--- src/rtl/alu_req_sched_if.sv ---
// ----------------------------------------------------------------------------
// alu_req_sched_if : request, ALU-side and response signals of alu_req_sched
// Revision: 1.0  initial release
// ----------------------------------------------------------------------------
`default_nettype none

interface alu_req_sched_if #(
  parameter int DW = 8,
  parameter int CW = 4
);
  // requester 0
  logic          req0_valid;
  logic          req0_ready;
  logic [DW-1:0] req0_opa;
  logic [DW-1:0] req0_opb;
  logic [CW-1:0] req0_cmd;
  logic          req0_mode;
  logic          req0_cin;

  // requester 1
  logic          req1_valid;
  logic          req1_ready;
  logic [DW-1:0] req1_opa;
  logic [DW-1:0] req1_opb;
  logic [CW-1:0] req1_cmd;
  logic          req1_mode;
  logic          req1_cin;

  // ALU drive side
  logic          alu_ce;
  logic [1:0]    alu_inp_valid;
  logic [DW-1:0] alu_opa;
  logic [DW-1:0] alu_opb;
  logic [CW-1:0] alu_cmd;
  logic          alu_mode;
  logic          alu_cin;

  // ALU result side; nets because the ALU may leave flags floating
  wire  [DW+1:0] alu_res;
  wire           alu_cout;
  wire           alu_oflow;
  wire           alu_g;
  wire           alu_e;
  wire           alu_l;
  wire           alu_err;

  // response
  logic          rsp_valid;
  logic          rsp_ready;
  logic          rsp_id;
  logic [DW+1:0] rsp_res;
  logic [5:0]    rsp_flags;
  logic          rsp_illegal;

  modport slave (
    input  req0_valid, req0_opa, req0_opb, req0_cmd, req0_mode, req0_cin,
    output req0_ready,
    input  req1_valid, req1_opa, req1_opb, req1_cmd, req1_mode, req1_cin,
    output req1_ready,
    output alu_ce, alu_inp_valid, alu_opa, alu_opb, alu_cmd, alu_mode, alu_cin,
    input  alu_res, alu_cout, alu_oflow, alu_g, alu_e, alu_l, alu_err,
    output rsp_valid, rsp_id, rsp_res, rsp_flags, rsp_illegal,
    input  rsp_ready
  );

  modport master (
    output req0_valid, req0_opa, req0_opb, req0_cmd, req0_mode, req0_cin,
    input  req0_ready,
    output req1_valid, req1_opa, req1_opb, req1_cmd, req1_mode, req1_cin,
    input  req1_ready,
    input  alu_ce, alu_inp_valid, alu_opa, alu_opb, alu_cmd, alu_mode, alu_cin,
    output alu_res, alu_cout, alu_oflow, alu_g, alu_e, alu_l, alu_err,
    input  rsp_valid, rsp_id, rsp_res, rsp_flags, rsp_illegal,
    output rsp_ready
  );

endinterface

`default_nettype wire

--- src/rtl/alu_req_sched.sv ---
// ----------------------------------------------------------------------------
// alu_req_sched : round-robin two-requester scheduler in front of one ALU
// Revision: 1.0  initial release
// ----------------------------------------------------------------------------
`default_nettype none

module alu_req_sched #(
  parameter int DW      = 8,
  parameter int CW      = 4,
  parameter int LAT_STD = 2,
  parameter int LAT_MUL = 3
) (
  input  wire logic        CLK,
  input  wire logic        RST,
  alu_req_sched_if.slave   bus
);

  localparam int c_LAT_MAX = (LAT_MUL > LAT_STD) ? LAT_MUL : LAT_STD;
  localparam int c_CNT_W   = $clog2(c_LAT_MAX + 1);

  typedef enum logic [1:0] {
    IDLE  = 2'd0,
    ISSUE = 2'd1,
    WAIT  = 2'd2,
    RESP  = 2'd3
  } state_t;

  state_t              r_state;
  state_t              w_next;

  logic                r_last;
  logic                r_id;
  logic                r_mul;
  logic [c_CNT_W-1:0]  r_cnt;

  logic                r_alu_ce;
  logic [1:0]          r_alu_inp_valid;
  logic [DW-1:0]       r_alu_opa;
  logic [DW-1:0]       r_alu_opb;
  logic [CW-1:0]       r_alu_cmd;
  logic                r_alu_mode;
  logic                r_alu_cin;

  logic [DW+1:0]       r_rsp_res;
  logic [5:0]          r_rsp_flags;
  logic                r_rsp_illegal;

  logic                w_any;
  logic                w_gid;
  logic [DW-1:0]       w_sel_opa;
  logic [DW-1:0]       w_sel_opb;
  logic [CW-1:0]       w_sel_cmd;
  logic                w_sel_mode;
  logic                w_sel_cin;
  logic                w_legal;
  logic                w_mul;
  logic                w_last_wait;
  logic [DW+1:0]       w_res_clean;
  logic [5:0]          w_flags_raw;
  logic [5:0]          w_flags_clean;

  // Grant: a lone requester wins; on contention the one not served last wins.
  always_comb begin
    w_any = 1'b0;
    w_gid = 1'b0;
    if (r_state == IDLE) begin
      w_any = bus.req0_valid | bus.req1_valid;
      if (bus.req0_valid && bus.req1_valid) begin
        w_gid = ~r_last;
      end else begin
        w_gid = bus.req1_valid;
      end
    end
  end

  assign bus.req0_ready = w_any & ~w_gid;
  assign bus.req1_ready = w_any &  w_gid;

  always_comb begin
    w_sel_opa  = w_gid ? bus.req1_opa  : bus.req0_opa;
    w_sel_opb  = w_gid ? bus.req1_opb  : bus.req0_opb;
    w_sel_cmd  = w_gid ? bus.req1_cmd  : bus.req0_cmd;
    w_sel_mode = w_gid ? bus.req1_mode : bus.req0_mode;
    w_sel_cin  = w_gid ? bus.req1_cin  : bus.req0_cin;
    w_legal    = w_sel_mode ? (w_sel_cmd <= CW'(10)) : (w_sel_cmd <= CW'(13));
    w_mul      = w_sel_mode && ((w_sel_cmd == CW'(9)) || (w_sel_cmd == CW'(10)));
  end

  assign w_last_wait = (r_cnt == c_CNT_W'(1));

  // Anything that is not a solid 1 (0, z, x) is captured as 0.
  always_comb begin
    w_res_clean = '0;
    for (int i = 0; i < DW + 2; i++) begin
      if (bus.alu_res[i] == 1'b1) begin
        w_res_clean[i] = 1'b1;
      end
    end
  end

  always_comb begin
    w_flags_raw   = {bus.alu_err, bus.alu_l, bus.alu_e, bus.alu_g, bus.alu_oflow, bus.alu_cout};
    w_flags_clean = '0;
    for (int i = 0; i < 6; i++) begin
      if (w_flags_raw[i] == 1'b1) begin
        w_flags_clean[i] = 1'b1;
      end
    end
  end

  always_ff @(posedge CLK) begin
    if (RST) begin
      r_state <= IDLE;
    end else begin
      r_state <= w_next;
    end
  end

  always_comb begin
    w_next = r_state;
    case (r_state)
      IDLE: begin
        if (w_any) begin
          w_next = w_legal ? ISSUE : RESP;
        end
      end
      ISSUE: begin
        w_next = WAIT;
      end
      WAIT: begin
        if (w_last_wait) begin
          w_next = RESP;
        end
      end
      RESP: begin
        if (bus.rsp_ready) begin
          w_next = IDLE;
        end
      end
      default: begin
        w_next = IDLE;
      end
    endcase
  end

  // ALU inputs are loaded on the accept edge so they are already valid in ISSUE.
  always_ff @(posedge CLK) begin
    if (RST) begin
      r_last          <= 1'b1;
      r_id            <= 1'b0;
      r_mul           <= 1'b0;
      r_cnt           <= '0;
      r_alu_ce        <= 1'b0;
      r_alu_inp_valid <= 2'b00;
      r_alu_opa       <= '0;
      r_alu_opb       <= '0;
      r_alu_cmd       <= '0;
      r_alu_mode      <= 1'b0;
      r_alu_cin       <= 1'b0;
      r_rsp_res       <= '0;
      r_rsp_flags     <= '0;
      r_rsp_illegal   <= 1'b0;
    end else begin
      case (r_state)
        IDLE: begin
          if (w_any) begin
            r_last <= w_gid;
            r_id   <= w_gid;
            if (w_legal) begin
              r_mul           <= w_mul;
              r_alu_ce        <= 1'b1;
              r_alu_inp_valid <= 2'b11;
              r_alu_opa       <= w_sel_opa;
              r_alu_opb       <= w_sel_opb;
              r_alu_cmd       <= w_sel_cmd;
              r_alu_mode      <= w_sel_mode;
              r_alu_cin       <= w_sel_cin;
            end else begin
              r_rsp_illegal <= 1'b1;
              r_rsp_res     <= '0;
              r_rsp_flags   <= '0;
            end
          end
        end
        ISSUE: begin
          r_cnt <= r_mul ? c_CNT_W'(LAT_MUL) : c_CNT_W'(LAT_STD);
        end
        WAIT: begin
          if (w_last_wait) begin
            r_alu_ce        <= 1'b0;
            r_alu_inp_valid <= 2'b00;
            r_rsp_res       <= w_res_clean;
            r_rsp_flags     <= w_flags_clean;
            r_rsp_illegal   <= 1'b0;
          end else begin
            r_cnt <= r_cnt - c_CNT_W'(1);
          end
        end
        default: begin
        end
      endcase
    end
  end

  assign bus.alu_ce        = r_alu_ce;
  assign bus.alu_inp_valid = r_alu_inp_valid;
  assign bus.alu_opa       = r_alu_opa;
  assign bus.alu_opb       = r_alu_opb;
  assign bus.alu_cmd       = r_alu_cmd;
  assign bus.alu_mode      = r_alu_mode;
  assign bus.alu_cin       = r_alu_cin;

  assign bus.rsp_valid     = (r_state == RESP);
  assign bus.rsp_id        = r_id;
  assign bus.rsp_res       = r_rsp_res;
  assign bus.rsp_flags     = r_rsp_flags;
  assign bus.rsp_illegal   = r_rsp_illegal;

endmodule

`default_nettype wire

--- src/flat_wrapper.sv ---
// flat-port wrapper written by rule: the top's interface ports become plain ports
module alu_req_sched_flat 
#(
  parameter int DW      = 8,
  parameter int CW      = 4,
  parameter int LAT_STD = 2,
  parameter int LAT_MUL = 3
)
  (CLK, RST, bus_req0_valid, bus_req0_opa, bus_req0_opb, bus_req0_cmd, bus_req0_mode, bus_req0_cin, bus_req0_ready, bus_req1_valid, bus_req1_opa, bus_req1_opb, bus_req1_cmd, bus_req1_mode, bus_req1_cin, bus_req1_ready, bus_alu_ce, bus_alu_inp_valid, bus_alu_opa, bus_alu_opb, bus_alu_cmd, bus_alu_mode, bus_alu_cin, bus_alu_res, bus_alu_cout, bus_alu_oflow, bus_alu_g, bus_alu_e, bus_alu_l, bus_alu_err, bus_rsp_valid, bus_rsp_id, bus_rsp_res, bus_rsp_flags, bus_rsp_illegal, bus_rsp_ready);
  alu_req_sched_if #(.DW(DW), .CW(CW)) bus_i ();
  input  wire logic CLK;
  input  wire logic RST;
  input wire logic [$bits(bus_i.req0_valid)-1:0] bus_req0_valid;
  input wire logic [$bits(bus_i.req0_opa)-1:0] bus_req0_opa;
  input wire logic [$bits(bus_i.req0_opb)-1:0] bus_req0_opb;
  input wire logic [$bits(bus_i.req0_cmd)-1:0] bus_req0_cmd;
  input wire logic [$bits(bus_i.req0_mode)-1:0] bus_req0_mode;
  input wire logic [$bits(bus_i.req0_cin)-1:0] bus_req0_cin;
  output wire logic [$bits(bus_i.req0_ready)-1:0] bus_req0_ready;
  input wire logic [$bits(bus_i.req1_valid)-1:0] bus_req1_valid;
  input wire logic [$bits(bus_i.req1_opa)-1:0] bus_req1_opa;
  input wire logic [$bits(bus_i.req1_opb)-1:0] bus_req1_opb;
  input wire logic [$bits(bus_i.req1_cmd)-1:0] bus_req1_cmd;
  input wire logic [$bits(bus_i.req1_mode)-1:0] bus_req1_mode;
  input wire logic [$bits(bus_i.req1_cin)-1:0] bus_req1_cin;
  output wire logic [$bits(bus_i.req1_ready)-1:0] bus_req1_ready;
  output wire logic [$bits(bus_i.alu_ce)-1:0] bus_alu_ce;
  output wire logic [$bits(bus_i.alu_inp_valid)-1:0] bus_alu_inp_valid;
  output wire logic [$bits(bus_i.alu_opa)-1:0] bus_alu_opa;
  output wire logic [$bits(bus_i.alu_opb)-1:0] bus_alu_opb;
  output wire logic [$bits(bus_i.alu_cmd)-1:0] bus_alu_cmd;
  output wire logic [$bits(bus_i.alu_mode)-1:0] bus_alu_mode;
  output wire logic [$bits(bus_i.alu_cin)-1:0] bus_alu_cin;
  input wire logic [$bits(bus_i.alu_res)-1:0] bus_alu_res;
  input wire logic [$bits(bus_i.alu_cout)-1:0] bus_alu_cout;
  input wire logic [$bits(bus_i.alu_oflow)-1:0] bus_alu_oflow;
  input wire logic [$bits(bus_i.alu_g)-1:0] bus_alu_g;
  input wire logic [$bits(bus_i.alu_e)-1:0] bus_alu_e;
  input wire logic [$bits(bus_i.alu_l)-1:0] bus_alu_l;
  input wire logic [$bits(bus_i.alu_err)-1:0] bus_alu_err;
  output wire logic [$bits(bus_i.rsp_valid)-1:0] bus_rsp_valid;
  output wire logic [$bits(bus_i.rsp_id)-1:0] bus_rsp_id;
  output wire logic [$bits(bus_i.rsp_res)-1:0] bus_rsp_res;
  output wire logic [$bits(bus_i.rsp_flags)-1:0] bus_rsp_flags;
  output wire logic [$bits(bus_i.rsp_illegal)-1:0] bus_rsp_illegal;
  input wire logic [$bits(bus_i.rsp_ready)-1:0] bus_rsp_ready;
  assign bus_i.req0_valid = bus_req0_valid;
  assign bus_i.req0_opa = bus_req0_opa;
  assign bus_i.req0_opb = bus_req0_opb;
  assign bus_i.req0_cmd = bus_req0_cmd;
  assign bus_i.req0_mode = bus_req0_mode;
  assign bus_i.req0_cin = bus_req0_cin;
  assign bus_req0_ready = bus_i.req0_ready;
  assign bus_i.req1_valid = bus_req1_valid;
  assign bus_i.req1_opa = bus_req1_opa;
  assign bus_i.req1_opb = bus_req1_opb;
  assign bus_i.req1_cmd = bus_req1_cmd;
  assign bus_i.req1_mode = bus_req1_mode;
  assign bus_i.req1_cin = bus_req1_cin;
  assign bus_req1_ready = bus_i.req1_ready;
  assign bus_alu_ce = bus_i.alu_ce;
  assign bus_alu_inp_valid = bus_i.alu_inp_valid;
  assign bus_alu_opa = bus_i.alu_opa;
  assign bus_alu_opb = bus_i.alu_opb;
  assign bus_alu_cmd = bus_i.alu_cmd;
  assign bus_alu_mode = bus_i.alu_mode;
  assign bus_alu_cin = bus_i.alu_cin;
  assign bus_i.alu_res = bus_alu_res;
  assign bus_i.alu_cout = bus_alu_cout;
  assign bus_i.alu_oflow = bus_alu_oflow;
  assign bus_i.alu_g = bus_alu_g;
  assign bus_i.alu_e = bus_alu_e;
  assign bus_i.alu_l = bus_alu_l;
  assign bus_i.alu_err = bus_alu_err;
  assign bus_rsp_valid = bus_i.rsp_valid;
  assign bus_rsp_id = bus_i.rsp_id;
  assign bus_rsp_res = bus_i.rsp_res;
  assign bus_rsp_flags = bus_i.rsp_flags;
  assign bus_rsp_illegal = bus_i.rsp_illegal;
  assign bus_i.rsp_ready = bus_rsp_ready;
  alu_req_sched #(.DW(DW), .CW(CW), .LAT_STD(LAT_STD), .LAT_MUL(LAT_MUL)) u_core (.CLK(CLK), .RST(RST), .bus(bus_i));
endmodule
--- config.mk ---
export PLATFORM = sky130hd
export DESIGN_NAME = alu_req_sched_flat
export DESIGN_NICKNAME = d
export VERILOG_FILES = /design/src/rtl/alu_req_sched_if.sv /design/src/rtl/alu_req_sched.sv /design/src/flat_wrapper.sv
export SDC_FILE = /design/constraint.sdc
export NUM_CORES = 1
export LEC_CHECK = 0
export CORE_MARGIN = 8
export CORE_UTILIZATION = 31
export DETAILED_ROUTE_END_ITERATION = 8
export GPL_TIMING_DRIVEN = 0
export PLACE_DENSITY = 0.59
export SETUP_SLACK_MARGIN = 0.02
export SYNTH_ARGS = -nofsm -noshare
export SYNTH_HDL_FRONTEND = slang
export SYNTH_SLANG_ARGS = --single-unit
--- constraint.sdc ---
create_clock -name CLK -period 2.85 [get_ports CLK]
set_input_delay 0.57 -clock CLK [delete_from_list [all_inputs] [get_ports CLK]]
set_output_delay 0.57 -clock CLK [all_outputs]
set_load 0.005 [all_outputs]
* Word level (Yosys, flattened, before mapping) *
Index checks and enable logic that the tools add are counted.
W data, S select, Z words.

storage, ports and cells
  bits in latches = 0
  output and inout bits = 46
  register bits after elaboration = 49
  logic and storage cells = 99
  bits in writable memories = 0
  memories = 0
  bits in read-only memories = 0

operators by class
  $lt $le $gt $ge = 2
  shifts and indexed selects = 0
  reduce and logical (&&, ||, !) cells = 12
  div/mod/pow operators = 0
  muxes and demuxes = 52
  bitwise gates (word level) = 5
  equal/unequal tests = 12
  add/subtract/negate cells = 1
  $mul = 0

operators with widths
  operator              number
  $mux W10              3
  $mux W1               28
  $pmux W10 S2          1
  $mux W6               3
  $mux W2               8
  $mux W8               2
  $pmux W6 S2           1
  $eq A4 B4 Y1 const B  2
  $le A4 B4 Y1 const B  2
  $ne A2 B1 Y1 const B  4
  $pmux W2 S2           2
  $pmux W2 S4           1
  $reduce_and A4 Y1     2
  $reduce_and A3 Y1     2
  $eq A2 B1 Y1 const B  2
  $eq A2 B2 Y1 const B  2
  $mux W4               1
  $ne A2 B2 Y1 const B  2
  $pmux W1 S2           2
  $reduce_and A2 Y1     2
  $reduce_bool A2 Y1    2
  $and A1 B1 Y1         2
  $logic_and A1 B1 Y1   2
  $logic_not A2 Y1      1
  other kinds (4)       5

* Logic depth before layout (Yosys ltp) *
Gate-level depths: netlist of run 1.

  depth in word-level cells = 9
  depth in mapped cells = 10
  mapped depth without buffers = 7

* Worst setup path after synthesis of run 1 *
No wires, ideal clock.

  kind = reg2reg
  from = register u_core.r_state[0]
  to = register u_core.r_rsp_flags[0], in the netlist u_core.bus.rsp_flags[0]
  buffers on the path = 2
  clock period less this slack = 2,032 ps
  cell stages (with the launch flop) = 10
  path slack = 818 ps
  data required time = 2,716 ps
  library setup time = 134 ps
  data arrival time = 1,898 ps
  path through = dfxtp_1 -> inv_1 -> ha_1 -> buf_2 -> nand3_4 -> inv_4 -> mux2i_4 -> buf_6 -> nor4_1 -> or4_1

on the way
  longest elaborated chain between the ends = 7
  elaborated cells on any way between the ends = 15
  classes of those cells = order compare (2); eq/ne (4); mux (6); reduce/logical (3)

RTL lines
  element                             RTL line                                   text
  start, declared                     alu_req_sched.sv:28                        state_t r_state;
  start signal, assigned              alu_req_sched.sv:115                       r_state <= w_next;
  $logic_not A2 Y1                    alu_req_sched.sv:66, alu_req_sched.sv:164
  $mux W1                             alu_req_sched.sv:66                        if (r_state == IDLE) begin
  $mux W4                             alu_req_sched.sv:82                        w_sel_cmd = w_gid ? bus.req1_cmd : bus.req0_cmd;
  $le A4 B4 Y1                        alu_req_sched.sv:85                        w_legal = w_sel_mode ? (w_sel_cmd <= CW'(10)) : (w_sel_cmd <= CW'(13));
  $mux W1                             alu_req_sched.sv:85
  $ne A2 B2 Y1 (no source line)       --
  $reduce_and A4 Y1 (no source line)  --
  end signal, assigned                alu_req_sched.sv:193                       r_rsp_flags <= w_flags_clean;
  end, declared                       alu_req_sched.sv:45                        logic [5:0] r_rsp_flags;

Parallel ways exist; a longest one is shown, timed or not.
A chain may end at the register's enable or synchronous reset.

* Worst setup path in the final report of run 1 *
  from = input bus_req0_valid
  to = output bus_req0_ready

on the way
  longest elaborated chain between the ends = 5
  elaborated cells on any way between the ends = 7
  classes of those cells = mux (3); bitwise (3); reduce/logical (1)

RTL lines
  element              RTL line             text
  start, declared      flat_wrapper.sv:13   input wire logic [$bits(bus_i.req0_valid)-1:0] bus_req0_valid;
  $logic_and A1 B1 Y1  alu_req_sched.sv:68  if (bus.req0_valid && bus.req1_valid) begin
  $mux W1              alu_req_sched.sv:68
  $mux W1              alu_req_sched.sv:66
  $not A1 Y1           alu_req_sched.sv:76  assign bus.req0_ready = w_any & ~w_gid;
  $and A1 B1 Y1 *      alu_req_sched.sv:76
  end, declared        flat_wrapper.sv:19   output wire logic [$bits(bus_i.req0_ready)-1:0] bus_req0_ready;

Mark *: on every way between the ends. The rest lies on a longest branch, timed or not.

==> results.toml, run 1 <==
[run_status]
status = "complete, no violations"

[power]
p_int_w = 0.00180
seqPwrFrac = 0.303
swShare = 0.432
power_density_nw_per_um2 = 799
pwr-share-clk = 0.130
ir_drop_uv = 334
power.leakage_nw = 1.43
combPwrFrac = 0.567
p_sw_w = 0.00137

[sta]
holdWs_ns = 0.452
final_period_minus_worst_setup_slack_ns = 2.67
worstMarginPinSlew_ns = 0.547
maxSlewViolCount = 0
relSlewSlack = 0.636
clock_skew_ns = 0.00960
fin_crit_sh = 0.936
hold_violations = 0
rsz0062_at_grt = "no"
setup_viol = 0
max_clock_freq_ghz = 0.375

[cts]
clock_latency_ns = 0.31
post-cts-setup-buffer-count = 0
clk_pin_slew_ns = 0.09
cts.htree.levels = 2
post_cts_resize_count = 0
ctsHoldBuffers = 0
cts-root-buf = "clkbuf_8"
clkSinkCount = 47
cts_buffers = 5
cts_tree = "yes"
clockBufferDepth = 2

[synthesis]
synth.distinct_cells = 37
yosysWarningCount = 0
ys_seq_area_frac = 0.354
syn_inst = 354
ys_ff_latch = 47
yosys.area.top_type = "dfxtp_1"
synthesis.area_um2 = 2660
synth_area_per_cell_um2 = 7.51
syn_nets = 424
synth_top_cell_area_share = 0.354
yosys-top-cells-area = "dfxtp_1, nand2_1, a311oi_1"

[layout]
fillers = 860
mostFrequentLayoutCells = "clkdlybuf4s50_1, nand2_1, dfxtp_1"
nets = 540
instances_no_fill = 576
syn2layout_area_growth_pct = 49.4
final_common_cell = "clkdlybuf4s50_1"
drive_gt1_frac = 0.0701
fin_util = 0.481
antenna_cells = 0

[min_path]
hp-start = "u_core.r_mul"
whs_path_depth = 2
worstHoldPathType = "register to register"
worstHoldEndpoint = "u_core.r_cnt[0]"

[worst_setup_path]
reg2reg_slack_ns = 0.40
criticalPathCategory = "input pin to primary output"
startpoint = "bus_req0_valid"
r2r_cells = 10
crit_path_start_kind = "input pin"
reg2reg_to = "u_core.bus.alu_opa[0]"
rr_startpoint = "u_core.r_state[0]"
path_max_fanout = 18
cp.arrival_ns = 2.10
end_kind = "primary output"
crit_required_ns = 2.28

[drt]
postRouteAntennaNets = 0
drcViolationCount = 0
drtIter0Drc = 110
post_drt_wl_per_cell_um = 16.4
wirelength_mm = 9.44
vias = 2999
drt-vias-per-instance = 5.21
dr.pass1.iters = 4

[global_route]
grt_start_max_net_pins = 19
antenna_found_initial = 0
grt-ovfl-total = 0
grtUsageTotal = 0.159
grt_pass1_wl_mm = 15.2
first_global_vias = 3126

[job]
max_cap_viol_count = 0

[floorplanning]
initial_core_util = 0.322
rows = 33
core_um2 = 8260
die_h_um = 109
dieArea_um2 = 11800
io_pins = 111
dieWidth_um = 109

[placed_design]
dp_cells = 569
globalplace.congestion = 0.843
dpl.hpwl_mm = 7.10
port_buffers = 110
==> synth_stat cells <==
library cell,count
a211oi_1,1
o21ai_0,3
nand3_1,2
nor2_1,5
a22oi_1,1
mux2i_4,1
nor3_1,35
mux2_2,1
nand3b_1,2
buf_2,15
xnor2_1,2
inv_4,1
nand3_4,1
a21oi_1,30
o311ai_0,2
nor2_2,1
inv_1,4
buf_4,3
dfxtp_1,47
buf_1,2
buf_6,2
nand2b_1,2
or2_1,1
or2_2,1
o21ai_1,2
a221oi_1,1
a211o_1,1
nand2_1,90
clkbuf_1,15
or4_1,16
ha_1,5
nor3b_1,16
and3_1,1
nor4b_1,1
nor2b_1,2
a311oi_1,22
nor4_1,17
==> power groups by stage <==
stage	Combinational (W)	Sequential [W]	Clock, W
after global routing	0.00200	0.000989	0.000448
after global placement	0.00182	0.000967	0
final	0.00180	0.000962	0.000413
after CTS	0.00182	0.000964	0.000423
after floorplan	0.00102	0.000972	0
after detailed placement	0.00182	0.000975	0
==> kinds of logic after synthesis <==
logic type | synth area share
and+or+nand+nor | 0.369
AOI/OAI and AO/OA | 0.157
DFF | 0.354
buffers and inverters | 0.0772
adders and majority gates | 0.0235
xor gates and xnor gates | 0.00659
muxes | 0.0127
==> registers in the layout (all words and copies together), names as in the netlist <==
register / cells
u_core.r_mul: 1
u_core.r_cnt: 2
u_core.bus.rsp_flags: 6
u_core.r_state: 2
u_core.bus.alu_mode: 1
u_core.bus.alu_cmd: 4
u_core.bus.rsp_id: 1
u_core.bus.alu_inp_valid: 1
u_core.bus.alu_opb: 8
u_core.bus.alu_cin: 1
u_core.r_last: 1
u_core.bus.rsp_res: 10
u_core.bus.alu_opa: 8
u_core.bus.rsp_illegal: 1
==> worst max-delay path, stage by stage <==
cell	delay [ns]
clkdlybuf4s50_1	0.50
nand2_1	0.10
nand3_4	0.15
inv_4	0.12
nor2_1	0.12
clkdlybuf4s50_1	0.54
==> stage by stage <==
stage	instance area (µm²)	total power [W]	setup TNS, ns	worst slack [ns]
after global routing	3970	0.00344	0	0.0672
after detailed placement	3890	0.00279	-0.283	-0.156
after global placement	3890	0.00279	-0.298	-0.159
final	3970	0.00317	0	0.184
after CTS	3970	0.00321	0	0.174
after floorplan	2660	0.00199	0	0.818
==> area by class of cell <==
type                            count  area [µm²]  area share
Sequential cell                    47         941       0.237
Inverter                            5        21.3     0.00536
Clock inverter                      2        12.5     0.00315
Buffer                             36         180      0.0454
Multi-Input combinational cell    265        1510       0.381
Tap cell                          105         131      0.0331
Clock buffer                        6        72.6      0.0183
Timing Repair Buffer              110        1100       0.277
==> worst max path at each step <==
stage                              endpoint  cells past startpoint
finish                       bus_req0_ready                      6
floorplan           u_core.bus.rsp_flags[0]                      9
CTS                          bus_req0_ready                      6
global route                 bus_req0_ready                      7
detailed placement           bus_req1_ready                      6
global placement             bus_req1_ready                      6
==> layer usage <==
metal,GRT usage,wire (µm),share of wire,vias up
met5,0,0,0,-
met4,0.0499,101,0.011,0
met3,0.0791,1090,0.12,8
met2,0.248,4090,0.43,127
met1,0.188,4160,0.44,1353
li1,-,-,-,1511
No activity file was read; power rests on OpenSTA's default activity.
==> run 2, diff against run 1 <==
- SETUP_SLACK_MARGIN: 0.02 -> 0.05
==> results of run 2 <==
No change in the layout: final DEF, timing and power equal those of run 1.
